File: src/rtl/scancode_player.sv
// rtl/scancode_player.sv - scripted scan-code replay engine driving the sim_data/sim_data_en injection port
// Optional make/break playback (0xF0 prefix + repeated code) is enabled by defining SCANCODE_PLAYER_BREAK_EN.
module scancode_player #(
    parameter int DEPTH           = 16,
    parameter int DATA_W          = 9,
    parameter int PULSE_CYCLES    = 1,
    parameter int GAP_CYCLES      = 4,
    parameter int LONG_GAP_CYCLES = 1000
) (
    input  logic                       CLOCK_50,
    input  logic                       reset,
    input  logic                       wr_en,
    input  logic [$clog2(DEPTH)-1:0]   wr_addr,
    input  logic [DATA_W:0]            wr_data,
    input  logic [$clog2(DEPTH):0]     count,
    input  logic                       start,
    input  logic                       loop_mode,
    input  logic                       abort,
    output logic [DATA_W-1:0]          sim_data,
    output logic                       sim_data_en,
    output logic                       busy,
    output logic                       done,
    output logic [$clog2(DEPTH)-1:0]   idx
);

    localparam int AW   = $clog2(DEPTH);
    localparam int MAXC = (PULSE_CYCLES > LONG_GAP_CYCLES) ?
                          ((PULSE_CYCLES > GAP_CYCLES) ? PULSE_CYCLES : GAP_CYCLES) :
                          ((LONG_GAP_CYCLES > GAP_CYCLES) ? LONG_GAP_CYCLES : GAP_CYCLES);
    localparam int CW   = $clog2(MAXC + 1);

    localparam logic [CW-1:0] PULSE_LAST = CW'(PULSE_CYCLES - 1);
    localparam logic [CW-1:0] GAP_LAST   = CW'(GAP_CYCLES - 1);
    localparam logic [CW-1:0] LONG_LAST  = CW'(LONG_GAP_CYCLES - 1);
    localparam logic [AW:0]   DEPTH_C    = (AW+1)'(DEPTH);

    typedef enum logic [2:0] {
        S_IDLE     = 3'd0,
        S_EMIT     = 3'd1,
        S_GAP      = 3'd2,
        S_BRK_EMIT = 3'd3,
        S_BRK_GAP  = 3'd4
    } state_t;

    logic [DATA_W:0] mem [DEPTH];

    state_t            state_q, state_d;
    logic [AW-1:0]     idx_q, idx_d;
    logic [DATA_W-1:0] sim_data_q, sim_data_d;
    logic              sim_data_en_q, sim_data_en_d;
    logic              done_q, done_d;
    logic [CW-1:0]     pulse_cnt_q, pulse_cnt_d;
    logic [CW-1:0]     gap_cnt_q, gap_cnt_d;
    logic [AW:0]       count_q, count_d;
    logic              loop_q, loop_d;
    logic              long_q, long_d;
`ifdef SCANCODE_PLAYER_BREAK_EN
    localparam logic [DATA_W-1:0] BRK_CODE = DATA_W'(8'hF0);
    logic [DATA_W-1:0] code_q, code_d;
    logic              brk_phase_q, brk_phase_d;
`endif

    logic [AW:0]     eff_count;
    logic            pulse_done;
    logic            gap_done;
    logic            last_entry;
    logic            advance;
    logic            do_emit;
    logic [AW-1:0]   emit_idx;
    logic [DATA_W:0] rd_entry;

    always_ff @(posedge CLOCK_50) begin
        if (wr_en) begin
            mem[wr_addr] <= wr_data;
        end
    end

    assign rd_entry = mem[emit_idx];

    // Decide whether an entry is loaded this cycle and which one; kept apart from
    // the main next-state logic so the RAM read address settles first.
    always_comb begin
        eff_count  = (count > DEPTH_C) ? DEPTH_C : count;
        pulse_done = (pulse_cnt_q == PULSE_LAST);
        gap_done   = (gap_cnt_q == (long_q ? LONG_LAST : GAP_LAST));
        last_entry = ({1'b0, idx_q} == (count_q - 1'b1));
`ifdef SCANCODE_PLAYER_BREAK_EN
        advance    = (state_q == S_BRK_GAP) && (gap_cnt_q == GAP_LAST) && brk_phase_q;
`else
        advance    = (state_q == S_GAP) && gap_done;
`endif
        do_emit    = 1'b0;
        emit_idx   = idx_q;
        if (!abort) begin
            if (state_q == S_IDLE && start && eff_count != '0) begin
                do_emit  = 1'b1;
                emit_idx = '0;
            end else if (advance && !last_entry) begin
                do_emit  = 1'b1;
                emit_idx = idx_q + 1'b1;
            end else if (advance && loop_q) begin
                do_emit  = 1'b1;
                emit_idx = '0;
            end
        end
    end

    always_comb begin
        state_d       = state_q;
        idx_d         = idx_q;
        sim_data_d    = sim_data_q;
        sim_data_en_d = 1'b0;
        done_d        = 1'b0;
        pulse_cnt_d   = '0;
        gap_cnt_d     = '0;
        count_d       = count_q;
        loop_d        = loop_q;
        long_d        = long_q;
`ifdef SCANCODE_PLAYER_BREAK_EN
        code_d        = code_q;
        brk_phase_d   = brk_phase_q;
`endif

        case (state_q)
            S_IDLE: begin
                if (do_emit) begin
                    count_d = eff_count;
                    loop_d  = loop_mode;
                end
            end
            S_EMIT: begin
                if (pulse_done) begin
                    state_d = S_GAP;
                end else begin
                    pulse_cnt_d   = pulse_cnt_q + 1'b1;
                    sim_data_en_d = 1'b1;
                end
            end
            S_GAP: begin
                if (!gap_done) begin
                    gap_cnt_d = gap_cnt_q + 1'b1;
                end
`ifdef SCANCODE_PLAYER_BREAK_EN
                else begin
                    state_d       = S_BRK_EMIT;
                    brk_phase_d   = 1'b0;
                    sim_data_d    = BRK_CODE;
                    sim_data_en_d = 1'b1;
                end
`else
                else if (!do_emit) begin
                    state_d = S_IDLE;
                    idx_d   = '0;
                    done_d  = 1'b1;
                end
`endif
            end
`ifdef SCANCODE_PLAYER_BREAK_EN
            S_BRK_EMIT: begin
                if (pulse_done) begin
                    state_d = S_BRK_GAP;
                end else begin
                    pulse_cnt_d   = pulse_cnt_q + 1'b1;
                    sim_data_en_d = 1'b1;
                end
            end
            S_BRK_GAP: begin
                if (gap_cnt_q != GAP_LAST) begin
                    gap_cnt_d = gap_cnt_q + 1'b1;
                end else if (!brk_phase_q) begin
                    state_d       = S_BRK_EMIT;
                    brk_phase_d   = 1'b1;
                    sim_data_d    = code_q;
                    sim_data_en_d = 1'b1;
                end else if (!do_emit) begin
                    state_d = S_IDLE;
                    idx_d   = '0;
                    done_d  = 1'b1;
                end
            end
`endif
            default: begin
                state_d = S_IDLE;
            end
        endcase

        if (do_emit) begin
            state_d       = S_EMIT;
            idx_d         = emit_idx;
            sim_data_d    = rd_entry[DATA_W-1:0];
            long_d        = rd_entry[DATA_W];
            sim_data_en_d = 1'b1;
            pulse_cnt_d   = '0;
            gap_cnt_d     = '0;
`ifdef SCANCODE_PLAYER_BREAK_EN
            code_d        = rd_entry[DATA_W-1:0];
`endif
        end

        // Abort wins over everything but reset; sim_data is deliberately left alone.
        if (abort && state_q != S_IDLE) begin
            state_d       = S_IDLE;
            idx_d         = '0;
            sim_data_en_d = 1'b0;
            done_d        = 1'b0;
            pulse_cnt_d   = '0;
            gap_cnt_d     = '0;
        end
    end

    always_ff @(posedge CLOCK_50) begin
        if (reset) begin
            state_q       <= S_IDLE;
            idx_q         <= '0;
            sim_data_q    <= '0;
            sim_data_en_q <= 1'b0;
            done_q        <= 1'b0;
            pulse_cnt_q   <= '0;
            gap_cnt_q     <= '0;
            count_q       <= '0;
            loop_q        <= 1'b0;
            long_q        <= 1'b0;
`ifdef SCANCODE_PLAYER_BREAK_EN
            code_q        <= '0;
            brk_phase_q   <= 1'b0;
`endif
        end else begin
            state_q       <= state_d;
            idx_q         <= idx_d;
            sim_data_q    <= sim_data_d;
            sim_data_en_q <= sim_data_en_d;
            done_q        <= done_d;
            pulse_cnt_q   <= pulse_cnt_d;
            gap_cnt_q     <= gap_cnt_d;
            count_q       <= count_d;
            loop_q        <= loop_d;
            long_q        <= long_d;
`ifdef SCANCODE_PLAYER_BREAK_EN
            code_q        <= code_d;
            brk_phase_q   <= brk_phase_d;
`endif
        end
    end

    assign sim_data    = sim_data_q;
    assign sim_data_en = sim_data_en_q;
    assign busy        = (state_q != S_IDLE);
    assign done        = done_q;
    assign idx         = idx_q;

endmodule

File: config.mk
export PLATFORM = sky130hd
export DESIGN_NAME = scancode_player
export DESIGN_NICKNAME = d
export VERILOG_FILES = /design/src/rtl/scancode_player.sv
export SDC_FILE = /design/constraint.sdc
export NUM_CORES = 1
export LEC_CHECK = 0
export CAP_MARGIN = 20
export CORE_MARGIN = 2
export CORE_UTILIZATION = 57
export DETAILED_ROUTE_END_ITERATION = 10
export GPL_TIMING_DRIVEN = 0
export PLACE_DENSITY = 0.78
export SYNTH_ARGS = -nofsm -noshare
export SYNTH_HDL_FRONTEND = slang
export SYNTH_SLANG_ARGS = --single-unit
File: constraint.sdc
create_clock -name CLOCK_50 -period 3.7 [get_ports CLOCK_50]
set_input_delay 0.74 -clock CLOCK_50 [delete_from_list [all_inputs] [get_ports CLOCK_50]]
set_output_delay 0.74 -clock CLOCK_50 [all_outputs]
set_load 0.005 [all_outputs]
==> flow_summary.ini, run 1 <==
[placed_design]
place.gp.congestion = 0.890
place_hpwl_um = 13700
port_buffers = 39
placed_area_mm2 = 0.00941

[clocking]
cts.sinks = 204
cts_root_buf = clkbuf_16
clkLatencyLatePin_ps = 510
cts_buffers = 21
cts_tree = done
cts_setup_buffers = 0
hold_buffers = 0
cts_buffer_depth = 3
htreeDepth = 1
postCtsResizedCells = 0
clkTransAtPathRegs_ps = 60

[die]
rows = 45
die_area_mm2 = 0.0164
die-height_um = 128
fp.dieW_um = 128
core_mm2 = 0.0151
ios = 41
start_util = 0.581

[synth]
syn_area_mm2 = 0.00876
seq_area_frac_synth = 0.649
synth.distinct_cells = 57
syn-num-nets = 714
synth_edf_count = 160
yosysMostFrequentCell = edfxtp_1
yosys.area.top_type = edfxtp_1
synth_common_cells = 160 x edfxtp_1, 102 x o211ai_1, 50 x nand2_1, 50 x nor2_1, 48 x inv_1
netlist.area_leader.share = 0.548
syn_inst = 684
synth-async-reset-ratio = 0
yosys_warnings = 0
syn_avg_cell_area_um2 = 12.8
ys_seq_elements = 204
ys.flop_type = edfxtp_1
netlist_top_cells_area = edfxtp_1 55%, dfxtp_1 10%, o211ai_1 8.7%

[critical_path]
crit_path_end_kind = flop
cp_top_family = compound AO/OA/AOI/OAI gates
worstPathRequired_ps = 4060
worstPathMaxFanout = 10
crit_type = flop to flop
path_buf_inv = 2
worst_setup_path_start_kind = flop
cpMaxStageDelayCell = nor3_2
cpMostUsedCell = o211ai_1
cpPeakStageDelay_ps = 490
worstPathArrival_ps = 3860
path_cells = inv_1 -> ha_1 -> o21ba_2 -> a221oi_2 -> o2111ai_4 -> and3_1 -> nor3_2 -> clkbuf_1 -> o211ai_1 -> o2111ai_1 -> o211ai_1

[sta]
min_period_over_period = 0.947
clock_skew_ps = 15.7
hold_violations = 0
drv_slew = 0
holdWs_ps = 470
final-setup-viol-count = 0
tightestPinTransition_ps = 932
fmax_mhz = 285
fin_setup_tns_ps = 0
rsz0062_at_grt = false
max-slew-margin-rel = 0.376
min_period_ps = 3510

[cells_and_area]
area_growth_pct = 15.9
nFillCells = 1060
antenna_cells = 0
drive_gt1_frac = 0.115
final_nets = 780
fin_area_mm2 = 0.0102
fin_util = 0.673

[power]
combPwrFrac = 0.038
p_leak_nw = 3.42
switchingPower_mw = 0.996
p_per_area_mw_per_mm2 = 490
worst_ir_drop_vdd_mv = 0.536
swShare = 0.200
clock_power_share = 0.452
seq_power_share = 0.510
p_int_mw = 3.98

[job]
drv_cap = 0

[global_routing]
antenna_found_initial = 0
grt_pass1_wl_um = 32300
grt_overflow = 0
grt_max_degree = 17
track_usage = 0.260
grt_pass1_vias = 5777

[routing]
viasPerCell = 6.29
wl_um = 21100
drcViolationCount = 0
route.antenna.remaining_nets = 0
dr_total_vias = 5995
detailedRoute.firstPassIterationCount = 5
drtIter0Drc = 621
wl_per_cell_um = 22.1

[hold_path]
hold_path.class = flop to flop

[outcome]
status = finished, final reports clean
per-layer routing:
layer  routed length [um]  share of wire  GRT usage
met5                    0              0          0
met4                  535          0.025     0.0672
met3                 1840          0.087     0.0488
met2                 9860           0.47      0.416
met1                 8820           0.42      0.371
sequential cells by signal, indices dropped and copies added, names as in the netlist:
signal / count
mem: 160
loop_q: 1
idx: 4
state_q: 2
gap_cnt_q: 10
done: 1
pulse_cnt_q: 10
long_q: 1
sim_data_en: 1
sim_data: 9
count_q: 5
cell families (layout without fill, tap and decap cells):
group / count (synthesis) / in the layout / synth area share
AOI/OAI and AO/OA: 170 / 170 / 0.151
and+or+nand+nor: 174 / 174 / 0.101
buffers and inverters: 88 / 169 / 0.0433
xor gates and xnor gates: 23 / 23 / 0.0230
adders and majority gates: 5 / 5 / 0.00714
muxes: 20 / 20 / 0.0257
DFF: 204 / 204 / 0.649
cell type report:
cell class	count	area (um2)	area share
clock inverter	8	150	0.0148
multi-input combinational	392	2700	0.266
inverter	49	184	0.0181
clock buffer	30	589	0.0581
buffer	39	195	0.0192
timing repair buffer	43	415	0.0409
sequential	204	5690	0.560
tap	188	235	0.0232
placed cells by master, fill, tap and decap left out, drive strengths merged, types with 5 or more instances in the layout:
cell / instances
nand2b: 5
nand2: 50
inv: 49
xnor2: 8
o211ai: 102
nand3b: 5
dfxtp: 44
nor3: 7
o2111ai: 21
nand4b: 7
mux2: 20
clkdlybuf4s50: 39
a31oi: 11
nand3: 20
buf: 25
ha: 5
clkbuf: 48
nor2: 51
o31ai: 10
a21oi: 10
edfxtp: 160
and3: 14
xor2: 15
worst min-delay path, delay by kind of cell (launching register included):
family          cells  cell delay, ps
compound gates      1              60
simple gates        1              50
flops               1             320
metrics by stage:
stage	power [mW]	worst slack, ps	std cells
after floorplan	2.66	825	684
after global placement	2.76	-95.9	911
after detailed placement	2.77	-125	915
after CTS	4.99	275	953
after global routing	5.11	57.9	953
final	4.97	195	953
power by group through the flow:
stage	Combinational (mW)	Clock, mW	Sequential (mW)
final	0.190	2.25	2.53
after floorplan	0.0828	0	2.58
after CTS	0.186	2.27	2.53
after global placement	0.178	0	2.58
after detailed placement	0.185	0	2.58
after global routing	0.204	2.37	2.54
final timing paths:
path	start	endpoint	slack [ps]	depth (start not counted)
worst min-delay path	sim_data[2]$_SDFFE_PP0P_	sim_data[2]$_SDFFE_PP0P_	470	2
worst max register to register	count_q[0]$_SDFFE_PP0P_	sim_data[2]$_SDFFE_PP0P_	190	11
worst max-delay path	count_q[0]$_SDFFE_PP0P_	sim_data[2]$_SDFFE_PP0P_	190	11
worst min register to register	sim_data[2]$_SDFFE_PP0P_	sim_data[2]$_SDFFE_PP0P_	470	2
No activity file was read; power rests on OpenSTA's default activity.
==> run 2, diff against run 1 <==
CORE_UTILIZATION = 60   (was 57)
PLACE_DENSITY = 0.81   (was 0.78)
==> flow_summary.ini, run 2 (synthesis results as in run 1) <==
[outcome]
status = finished, final reports clean

[clocking]
cts_root_buf = clkbuf_16
cts_tree = done
clkLatencyLatePin_ps = 500
hold_buffers = 0
htreeDepth = 1
cts_buffers = 21
cts.sinks = 204
cts_buffer_depth = 3
postCtsResizedCells = 0
clkTransAtPathRegs_ps = 60
cts_setup_buffers = 0

[die]
core_mm2 = 0.0144
die_area_mm2 = 0.0156
ios = 41
start_util = 0.607
die-height_um = 125
fp.dieW_um = 125
rows = 44

[sta]
hold_violations = 0
clock_skew_ps = 16.4
fin_setup_tns_ps = 0
drv_slew = 0
max-slew-margin-rel = 0.268
min_period_over_period = 0.921
holdWs_ps = 477
rsz0062_at_grt = false
fmax_mhz = 293
fin_ws_ps = 291
final-setup-viol-count = 0
tightestPinTransition_ps = 1090
min_period_ps = 3410

[placed_design]
place_hpwl_um = 13900
dpl.cell_count = 910
place.gp.congestion = 0.874
pre_cts_ws_ps = -39.5
port_buffers = 39
placed_area_mm2 = 0.00940

[cells_and_area]
multi_input_area_mm2 = 0.00270
fin_area_mm2 = 0.0101
final_cells = 949
nFillCells = 963
final_nets = 780
largest-register = mem
area_growth_pct = 15.3
layout_common_cells = 160 x edfxtp_1, 102 x o211ai_1, 50 x nor2_1, 50 x nand2_1, 48 x inv_1
fin_util = 0.700
drive_gt1_frac = 0.116
antenna_cells = 0
reg_top3 = mem: 160 flops, gap_cnt_q: 10 flops, pulse_cnt_q: 10 flops
largest_reg_flops = 160
final_common_cell = edfxtp_1
regArea_mm2 = 0.00569

[power]
p_leak_nw = 3.40
combPwrFrac = 0.039
switchingPower_mw = 0.981
swShare = 0.204
p_total_mw = 4.81
clock_power_share = 0.434
p_per_area_mw_per_mm2 = 476
seq_power_share = 0.527
worst_ir_drop_vdd_mv = 0.450
p_int_mw = 3.83

[job]
drv_cap = 0

[routing]
detailedRoute.firstPassIterationCount = 5
route.antenna.remaining_nets = 0
wl_per_cell_um = 21.9
viasPerCell = 6.36
wl_um = 20800
drcViolationCount = 0
drtIter0Drc = 624
dr_total_vias = 6039

[global_routing]
grt_overflow = 0
grt_pass1_vias = 6011
grt_max_degree = 17
track_usage = 0.268
antenna_found_initial = 0
grt_pass1_wl_um = 32800

[critical_path]
crit_path_end_kind = flop
worstPathArrival_ps = 3770
crit_type = flop to flop
worstPathMaxFanout = 10
worstPathRequired_ps = 4060
r2r_slack_ps = 290
worst_setup_path_start_kind = flop

[hold_path]
hold_path.class = flop to flop
==> run 2: changes by cell type in the layout (fill, tap and decap cells not counted), sizes merged <==
cell,change
clkinvlp,+1
clkinv,+4
clkbuf,-3
bufinv,-2
==> run 2: final timing paths <==
check,from,end,depth (start not counted)
setup / recovery,count_q[0]$_SDFFE_PP0P_,long_q$_SDFFE_PP0P_,11
hold reg to reg,pulse_cnt_q[0]$_SDFF_PP0_,pulse_cnt_q[0]$_SDFF_PP0_,1
hold / removal,pulse_cnt_q[0]$_SDFF_PP0_,pulse_cnt_q[0]$_SDFF_PP0_,1
setup reg to reg,count_q[0]$_SDFFE_PP0P_,long_q$_SDFFE_PP0P_,11
==> run 2: power groups by stage <==
stage / clock network (mW) / registers (mW) / logic (mW)
global route: 2.19 / 2.54 / 0.202
global placement: 0 / 2.58 / 0.177
detailed placement: 0 / 2.58 / 0.184
CTS: 2.09 / 2.53 / 0.187
finish: 2.08 / 2.53 / 0.188
floorplan: 0 / 2.58 / 0.0828
==> run 2: layout make-up <==
type / count / share of cell area
Buffer: 39 / 0.0193
Clock buffer: 27 / 0.0572
Clock inverter: 11 / 0.0107
Inverter: 49 / 0.0182
Multi-Input combinational cell: 392 / 0.268
Sequential cell: 204 / 0.563
Tap cell: 184 / 0.0228
Timing Repair Buffer: 43 / 0.0411
==> run 2: critical path, cell delays in order, from the launching register on <==
cell and delay, ps:
dfxtp_1 390, inv_1 70, ha_1 270, o21ba_2 230
a221oi_2 390, o2111ai_4 250, and3_1 290, nor3_2 400
clkbuf_1 440, o211ai_1 230, o2111ai_1 170, o211ai_1 160
==> run 2: metal layers <==
layer,vias to the layer above,GRT usage,share of wire
met5,-,0,0
met1,2917,0.376,0.40
met2,337,0.439,0.48
li1,2750,-,-
met3,35,0.0421,0.097
met4,0,0.0765,0.021
